## src/rtl/i2c_txn_scheduler_pkg.sv

```systemverilog
// Shared state encoding and I2C field constants for the transaction scheduler.
package i2c_pkg;

  localparam int I2C_ADDR_W = 7;
  localparam int I2C_BYTE_W = I2C_ADDR_W + 1;
  localparam int I2C_RW_BIT = 0;

  typedef enum logic [2:0] {
    ST_IDLE      = 3'd0,
    ST_GRANT     = 3'd1,
    ST_RUN       = 3'd2,
    ST_WAIT_IDLE = 3'd3,
    ST_FINISH    = 3'd4
  } sched_state_e;

  function automatic logic addr_is_read(input logic [I2C_BYTE_W-1:0] addr_byte);
    return addr_byte[I2C_RW_BIT];
  endfunction

endpackage

```

## src/rtl/i2c_txn_scheduler_if.sv

```systemverilog
// Link between the scheduler (master modport) and the I2C master controller (slave modport).
interface i2c_txn_scheduler_if;
  import i2c_pkg::*;

  logic                  i2c_enable;
  logic [I2C_BYTE_W-1:0] i2c_slave_address;
  logic [I2C_BYTE_W-1:0] i2c_data_in;
  logic                  i2c_byte_done;
  logic                  i2c_nack;
  logic                  i2c_idle;

  modport master (
    output i2c_enable, i2c_slave_address, i2c_data_in,
    input  i2c_byte_done, i2c_nack, i2c_idle
  );

  modport slave (
    input  i2c_enable, i2c_slave_address, i2c_data_in,
    output i2c_byte_done, i2c_nack, i2c_idle
  );
endinterface

```

## src/rtl/i2c_txn_scheduler_rr_arbiter.sv

```systemverilog
// Combinational round-robin pick: first set request searching upward from last_grant+1 with wrap.
module i2c_rr_arbiter
  import i2c_pkg::*;
#(
  parameter  int NUM_REQ = 4,
  localparam int IDX_W   = $clog2(NUM_REQ)
) (
  input  logic [NUM_REQ-1:0] req,
  input  logic [IDX_W-1:0]   last_grant,
  output logic [NUM_REQ-1:0] gnt_oh,
  output logic [IDX_W-1:0]   gnt_idx,
  output logic               gnt_vld
);

  logic [IDX_W-1:0] cand_s;

  // Walk candidates in priority order; the first hit wins.
  always_comb begin
    gnt_oh  = '0;
    gnt_idx = '0;
    gnt_vld = 1'b0;
    cand_s  = '0;
    for (int i = 1; i <= NUM_REQ; i++) begin
      cand_s = IDX_W'((int'(last_grant) + i) % NUM_REQ);
      if (!gnt_vld && req[cand_s]) begin
        gnt_vld        = 1'b1;
        gnt_idx        = cand_s;
        gnt_oh[cand_s] = 1'b1;
      end else begin
        gnt_vld = gnt_vld;
      end
    end
  end

endmodule

```

## src/rtl/i2c_txn_scheduler.sv

```systemverilog
// Round-robin scheduler sharing one I2C master among NUM_REQ requesters.
// Optional per-byte watchdog is compiled in with I2C_TXN_TIMEOUT_EN.
module i2c_txn_scheduler
  import i2c_pkg::*;
#(
  parameter int NUM_REQ = 4,
  parameter int LEN_W   = 4
`ifdef I2C_TXN_TIMEOUT_EN
  ,
  parameter int TIMEOUT_CYCLES = 4096
`endif
) (
  input  logic                          core_clk,
  input  logic                          rst_n,
  input  logic [NUM_REQ-1:0]            req,
  input  logic [I2C_BYTE_W*NUM_REQ-1:0] req_addr,
  input  logic [LEN_W*NUM_REQ-1:0]      req_len,
  input  logic [I2C_BYTE_W*NUM_REQ-1:0] req_wdata,
  output logic [NUM_REQ-1:0]            gnt,
  output logic [NUM_REQ-1:0]            wdata_take,
  output logic [NUM_REQ-1:0]            done,
  output logic                          err,
  i2c_txn_scheduler_if.master           i2c
);

  localparam int IDX_W = $clog2(NUM_REQ);

  sched_state_e          state_r, state_s;
  logic [IDX_W-1:0]      idx_r, idx_s, last_grant_r, last_grant_s, pick_idx_s;
  logic [NUM_REQ-1:0]    gnt_r, gnt_s, take_r, take_s, done_r, done_s, pick_oh_s;
  logic                  pick_vld_s, err_r, err_s, err_pend_r, err_pend_s;
  logic                  enable_r, enable_s, rw_r, rw_s, tmo_hit_s;
  logic [I2C_BYTE_W-1:0] addr_r, addr_s, data_r, data_s, cur_addr_s, cur_wdata_s;
  logic [LEN_W-1:0]      rem_r, rem_s, cur_len_s;

  i2c_rr_arbiter #(.NUM_REQ(NUM_REQ)) u_arb (
    .req        (req),
    .last_grant (last_grant_r),
    .gnt_oh     (pick_oh_s),
    .gnt_idx    (pick_idx_s),
    .gnt_vld    (pick_vld_s)
  );

  assign cur_addr_s  = req_addr[idx_r*I2C_BYTE_W +: I2C_BYTE_W];
  assign cur_wdata_s = req_wdata[idx_r*I2C_BYTE_W +: I2C_BYTE_W];
  assign cur_len_s   = req_len[idx_r*LEN_W +: LEN_W];

`ifdef I2C_TXN_TIMEOUT_EN
  localparam int TMO_W = $clog2(TIMEOUT_CYCLES);
  logic [TMO_W-1:0] tmo_cnt_r;

  // Watchdog restarts on entry to RUN and on every acknowledged byte.
  always_ff @(posedge core_clk or negedge rst_n) begin
    if (!rst_n) begin
      tmo_cnt_r <= '0;
    end else if (state_r == ST_GRANT || i2c.i2c_byte_done) begin
      tmo_cnt_r <= '0;
    end else if ((state_r == ST_RUN || state_r == ST_WAIT_IDLE) && !tmo_hit_s) begin
      tmo_cnt_r <= tmo_cnt_r + TMO_W'(1);
    end else begin
      tmo_cnt_r <= tmo_cnt_r;
    end
  end

  assign tmo_hit_s = (state_r == ST_RUN || state_r == ST_WAIT_IDLE) &&
                     (tmo_cnt_r == TMO_W'(TIMEOUT_CYCLES - 1));
`else
  assign tmo_hit_s = 1'b0;
`endif

  // Next-state and next-output computation for the transaction FSM.
  always_comb begin
    state_s      = state_r;
    idx_s        = idx_r;
    last_grant_s = last_grant_r;
    gnt_s        = gnt_r;
    take_s       = '0;
    done_s       = '0;
    err_s        = 1'b0;
    err_pend_s   = err_pend_r;
    enable_s     = enable_r;
    addr_s       = addr_r;
    data_s       = data_r;
    rem_s        = rem_r;
    rw_s         = rw_r;
    case (state_r)
      ST_IDLE: begin
        if (pick_vld_s) begin
          idx_s      = pick_idx_s;
          gnt_s      = pick_oh_s;
          err_pend_s = 1'b0;
          state_s    = ST_GRANT;
        end else begin
          state_s = ST_IDLE;
        end
      end
      ST_GRANT: begin
        rw_s  = addr_is_read(cur_addr_s);
        rem_s = cur_len_s;
        if (cur_len_s == '0) begin
          err_pend_s = 1'b1;
          state_s    = ST_FINISH;
        end else begin
          addr_s   = cur_addr_s;
          enable_s = 1'b1;
          state_s  = ST_RUN;
          if (!addr_is_read(cur_addr_s)) begin
            data_s = cur_wdata_s;
            take_s = gnt_r;
          end else begin
            data_s = data_r;
          end
        end
      end
      ST_RUN: begin
        // NACK outranks a coincident byte_done, so that byte is never counted.
        if (tmo_hit_s) begin
          enable_s   = 1'b0;
          err_pend_s = 1'b1;
          state_s    = ST_FINISH;
        end else if (i2c.i2c_nack) begin
          enable_s   = 1'b0;
          err_pend_s = 1'b1;
          state_s    = ST_WAIT_IDLE;
        end else if (i2c.i2c_byte_done) begin
          if (rem_r != '0) begin
            rem_s = rem_r - LEN_W'(1);
          end else begin
            rem_s = rem_r;
          end
          if (rem_r == LEN_W'(1)) begin
            enable_s = 1'b0;
            state_s  = ST_WAIT_IDLE;
          end else if (!rw_r) begin
            data_s = cur_wdata_s;
            take_s = gnt_r;
          end else begin
            data_s = data_r;
          end
        end else begin
          state_s = ST_RUN;
        end
      end
      ST_WAIT_IDLE: begin
        if (tmo_hit_s) begin
          err_pend_s = 1'b1;
          state_s    = ST_FINISH;
        end else if (i2c.i2c_idle) begin
          state_s = ST_FINISH;
        end else begin
          state_s = ST_WAIT_IDLE;
        end
      end
      ST_FINISH: begin
        gnt_s        = '0;
        last_grant_s = idx_r;
        state_s      = ST_IDLE;
      end
      default: begin
        gnt_s    = '0;
        enable_s = 1'b0;
        state_s  = ST_IDLE;
      end
    endcase
    // done/err are registered so they appear during the FINISH cycle itself.
    if (state_s == ST_FINISH && state_r != ST_FINISH) begin
      done_s = gnt_r;
      err_s  = err_pend_s;
    end else begin
      done_s = '0;
    end
  end

  // State and registered-output update.
  always_ff @(posedge core_clk or negedge rst_n) begin
    if (!rst_n) begin
      state_r      <= ST_IDLE;
      idx_r        <= '0;
      last_grant_r <= IDX_W'(NUM_REQ - 1);
      gnt_r        <= '0;
      take_r       <= '0;
      done_r       <= '0;
      err_r        <= 1'b0;
      err_pend_r   <= 1'b0;
      enable_r     <= 1'b0;
      addr_r       <= '0;
      data_r       <= '0;
      rem_r        <= '0;
      rw_r         <= 1'b0;
    end else begin
      state_r      <= state_s;
      idx_r        <= idx_s;
      last_grant_r <= last_grant_s;
      gnt_r        <= gnt_s;
      take_r       <= take_s;
      done_r       <= done_s;
      err_r        <= err_s;
      err_pend_r   <= err_pend_s;
      enable_r     <= enable_s;
      addr_r       <= addr_s;
      data_r       <= data_s;
      rem_r        <= rem_s;
      rw_r         <= rw_s;
    end
  end

  assign gnt                   = gnt_r;
  assign wdata_take            = take_r;
  assign done                  = done_r;
  assign err                   = err_r;
  assign i2c.i2c_enable        = enable_r;
  assign i2c.i2c_slave_address = addr_r;
  assign i2c.i2c_data_in       = data_r;

endmodule
```

## src/flat_wrapper.sv

```systemverilog
// flat-port wrapper written by rule: the top's interface ports become plain ports
module i2c_txn_scheduler_flat import i2c_pkg::*;
#(
  parameter int NUM_REQ = 4,
  parameter int LEN_W   = 4

)
  (core_clk, rst_n, req, req_addr, req_len, req_wdata, gnt, wdata_take, done, err, i2c_i2c_enable, i2c_i2c_slave_address, i2c_i2c_data_in, i2c_i2c_byte_done, i2c_i2c_nack, i2c_i2c_idle);
  i2c_txn_scheduler_if i2c_i ();
  input  logic core_clk;
  input  logic rst_n;
  input  logic [NUM_REQ-1:0] req;
  input  logic [I2C_BYTE_W*NUM_REQ-1:0] req_addr;
  input  logic [LEN_W*NUM_REQ-1:0] req_len;
  input  logic [I2C_BYTE_W*NUM_REQ-1:0] req_wdata;
  output logic [NUM_REQ-1:0] gnt;
  output logic [NUM_REQ-1:0] wdata_take;
  output logic [NUM_REQ-1:0] done;
  output logic err;
  output wire logic [$bits(i2c_i.i2c_enable)-1:0] i2c_i2c_enable;
  output wire logic [$bits(i2c_i.i2c_slave_address)-1:0] i2c_i2c_slave_address;
  output wire logic [$bits(i2c_i.i2c_data_in)-1:0] i2c_i2c_data_in;
  input wire logic [$bits(i2c_i.i2c_byte_done)-1:0] i2c_i2c_byte_done;
  input wire logic [$bits(i2c_i.i2c_nack)-1:0] i2c_i2c_nack;
  input wire logic [$bits(i2c_i.i2c_idle)-1:0] i2c_i2c_idle;
  assign i2c_i2c_enable = i2c_i.i2c_enable;
  assign i2c_i2c_slave_address = i2c_i.i2c_slave_address;
  assign i2c_i2c_data_in = i2c_i.i2c_data_in;
  assign i2c_i.i2c_byte_done = i2c_i2c_byte_done;
  assign i2c_i.i2c_nack = i2c_i2c_nack;
  assign i2c_i.i2c_idle = i2c_i2c_idle;
  i2c_txn_scheduler #(.NUM_REQ(NUM_REQ), .LEN_W(LEN_W)) u_core (.core_clk(core_clk), .rst_n(rst_n), .req(req), .req_addr(req_addr), .req_len(req_len), .req_wdata(req_wdata), .gnt(gnt), .wdata_take(wdata_take), .done(done), .err(err), .i2c(i2c_i));
endmodule
```

## config.mk

```make
export PLATFORM = sky130hd
export DESIGN_NAME = i2c_txn_scheduler_flat
export DESIGN_NICKNAME = d
export VERILOG_FILES = /design/src/rtl/i2c_txn_scheduler_pkg.sv /design/src/rtl/i2c_txn_scheduler_if.sv /design/src/rtl/i2c_txn_scheduler_rr_arbiter.sv /design/src/rtl/i2c_txn_scheduler.sv /design/src/flat_wrapper.sv
export SDC_FILE = /design/constraint.sdc
export NUM_CORES = 1
export LEC_CHECK = 0
export CELL_PAD_IN_SITES_DETAIL_PLACEMENT = 1
export CELL_PAD_IN_SITES_GLOBAL_PLACEMENT = 2
export CORE_MARGIN = 2
export CORE_UTILIZATION = 24
export CTS_BUF_LIST = sky130_fd_sc_hd__clkbuf_8
export CTS_CLUSTER_DIAMETER = 50
export DETAILED_ROUTE_END_ITERATION = 8
export GPL_TIMING_DRIVEN = 0
export PLACE_DENSITY_LB_ADDON = 0.1
export SYNTH_ARGS = -nofsm -noshare
export SYNTH_HDL_FRONTEND = slang
export SYNTH_SLANG_ARGS = --single-unit
```

## constraint.sdc

```tcl
create_clock -name core_clk -period 2.6 [get_ports core_clk]
set_input_delay 0.52 -clock core_clk [delete_from_list [all_inputs] [get_ports core_clk]]
set_output_delay 0.52 -clock core_clk [all_outputs]
set_load 0.005 [all_outputs]
```

==> impl_metrics.ini <==
[routing]
routedWlPerCell_um = 17.8
dr.pass1.iters = 4
route.detailed.drc = 0
drt_iter0_drc = 72
vias = 2391
via_per_inst = 4.75
ant_nets = 0
drt_wl_total_um = 8950

[floorplan]
start_util_pct = 24.5
fp.dieW_um = 112
ioPinCount = 119
dieArea_sq_um = 12500
core_area_sq_um = 11400
rows = 39
die_h_um = 112

[critical_path]
cp-startpoint = req_len[12]
r2r_cells = 8
crit_end = u_core.i2c.i2c_data_in[2]
r2r_slack_ps = 130
worst-setup-path-type = in2reg
setup.worst_path.start_class = input port
crit_arrival_ps = 2700
crit_required_ps = 2780
regToRegEndpoint = u_core.i2c.i2c_data_in[2]
reg2reg_from = u_core.idx_r[0]
crit_path_end_kind = flop
crit_fanout = 10

[sta]
rsz0062_at_grt = no
fin_skew_ps = 8.80
hold_violations = 0
slew_viol_final = 0
setup_viol = 0
setup_slack_ps = 87.4
max_freq_mhz = 398
post-route-period-util_pct = 96.6
worstMarginPinSlew_ps = 673
slew_headroom_pct = 54.7
min_period_ps = 2510

[placement]
io_buffers = 117
gp_congestion = 0.757
hpwlAfterDp_um = 7140
dp_slack_ps = -556

[global_route]
track_usage_pct = 14.8
grt_pass1_wl_um = 14600
overflow = 0
antenna_found_initial = 0
grt_pass1_vias = 2605
grt_max_degree = 37

[layout]
syn2layout_area_growth_pct = 55.3
diodes = 0
final_common_cell = clkdlybuf4s50_1
post-route-util_pct = 38.1
final_cell_mix = 116 x clkdlybuf4s50_1, 40 x dfrtp_1, 16 x mux4_2, 15 x mux2_2, 14 x nor2_1
fin_nets = 459
layout-drive-gt1-share_pct = 22.2

[clocking]
cts_buffers = 5
htreeDepth = 2
postCtsHoldBufs = 0
worstSkewPairLatency_ps = 300
cts_tree = yes
cts.clk_slew.worst_paths_ps = 80
clk_path_buf_depth = 2
cts_sinks = 43
clockRootBuffer = clkbuf_8

[job]
cap_violations = 0

[yosys]
ys.flop_type = dfrtp_1
yosysTopAreaCellShare_pct = 36.8
seq_area_frac_synth_pct = 38.7
synth_seq_cells = 43
netlist_area_sq_um = 2790
syn_nets = 330
yosys_warnings = 0
synth_edf_count = 0
yosysUniqueCellTypes = 49
async_reset_ff_share_pct = 100
syn_avg_cell_area_sq_um = 12.1
yosys.area.top_type = dfrtp_1
yosys-top-cells-area = dfrtp_1 37%, mux4_2 11%, mux2_2 6.1%, mux4_1 5.7%, ha_1 4.9%
synthCells = 230

[power]
p_leak_nw = 1.73
ir_drop_mv = 0.306
power_density_nw_per_um2 = 1030

[min_path]
hold_class = in2async

[run_status]
outcome = finished clean
==> how the worst min path moves through the flow <==
stage	to	slack [ps]	depth (start not counted)
floorplan	u_core.done[0]	220	0
global placement	u_core.i2c.i2c_enable	490	2
detailed placement	u_core.i2c.i2c_enable	400	1
CTS	u_core.i2c.i2c_slave_address[4]	60	1
global route	u_core.i2c.i2c_slave_address[1]	70	1
finish	u_core.rem_r[0]	70	1
==> per-stage QoR <==
step                hold WS [ps]  instance area (sq um)  TNS [ps]  cells  power, mW
detailed placement           399                   4160    -10000    491       3.90
finish                      73.2                   4330         0    503       4.46
CTS                         62.8                   4290         0    499       4.48
global route                65.0                   4330         0    503       4.85
global placement             489                   4140    -22300    490       3.89
floorplan                    224                   2790         0    230       2.84
==> final cells by class <==
| class | instances | area [sq um] |
|---|---|---|
| repair buffers | 124 | 1230 |
| clock inverters | 2 | 8.76 |
| fillers | 1276 | 7040 |
| inverters | 9 | 33.8 |
| flip-flops and latches | 43 | 1080 |
| well taps | 143 | 179 |
| plain buffers | 12 | 103 |
| clock buffers | 6 | 82.6 |
| multi-input cells | 164 | 1620 |
==> synth_stat cells (2+ instances only) <==
library cell and number:
dfrtp_1 41, mux2_2 15, nor2_1 15, mux4_2 14, ha_1 11, a21oi_1 10
o21ai_0 10, inv_1 9, nand2_1 9, clkbuf_1 8, a22oi_1 6, mux2_4 6
mux4_1 6, a211oi_1 4, a221oi_1 4, and2_1 4, and2_2 4, buf_6 4
nand2b_1 4, nand3_1 3, nor3b_1 3, o22ai_1 3, a31oi_1 2, and3b_1 2
clkbuf_8 2, dfstp_2 2, mux2i_1 2, nor2b_1 2, nor3_1 2, o211ai_1 2
o21a_1 2, o31ai_1 2
==> flip-flops by register name, indices dropped and copies added, names as in the netlist <==
register and cells:
u_core.i2c.i2c_data_in 8, u_core.i2c.i2c_slave_address 8, u_core.done 4, u_core.gnt 4
u_core.rem_r 4, u_core.wdata_take 4, u_core.state_r 3, u_core.idx_r 2
u_core.last_grant_r 2, u_core.err 1, u_core.err_pend_r 1, u_core.i2c.i2c_enable 1
u_core.rw_r 1
==> repair_timing <==
action | 4_1_cts | 5_1_grt
gates resized for setup | 11 | 4
setup endpoints to repair | 16 | 8
pin swaps | 0 | 0
setup buffers | 2 | 4
==> per-layer routing <==
layer / vias up / wire, um / track usage, %
met5: - / 0 / 0
met4: 0 / 87 / 3.13
met3: 6 / 533 / 4.35
met2: 63 / 4400 / 24.5
met1: 1189 / 3930 / 19.4
li1: 1133 / - / -
==> cells by family after synthesis <==
family | synth area share (%)
AO/OA/AOI/OAI | 13.4
adder cells (fa/ha/maj) | 4.93
buffers and inverters | 4.89
flip-flops | 38.7
multiplexers | 27.0
AND/OR/NAND/NOR | 11.2
==> worst max-delay path, cell delays in order <==
cell and delay, ps:
clkdlybuf4s50_1 400, mux4_2 480, or4_4 550, buf_6 150, nand2_8 60, o21ai_4 70
buf_6 160, mux2_4 300
==> where the power goes <==
part	switching (mW)	leakage, nW	internal [mW]
Sequential	0.218	0.525	0.989
Clock	0.240	0.0524	0.211
Combinational	1.25	1.15	1.55
Note: power is estimated with default switching activity, not from simulation.
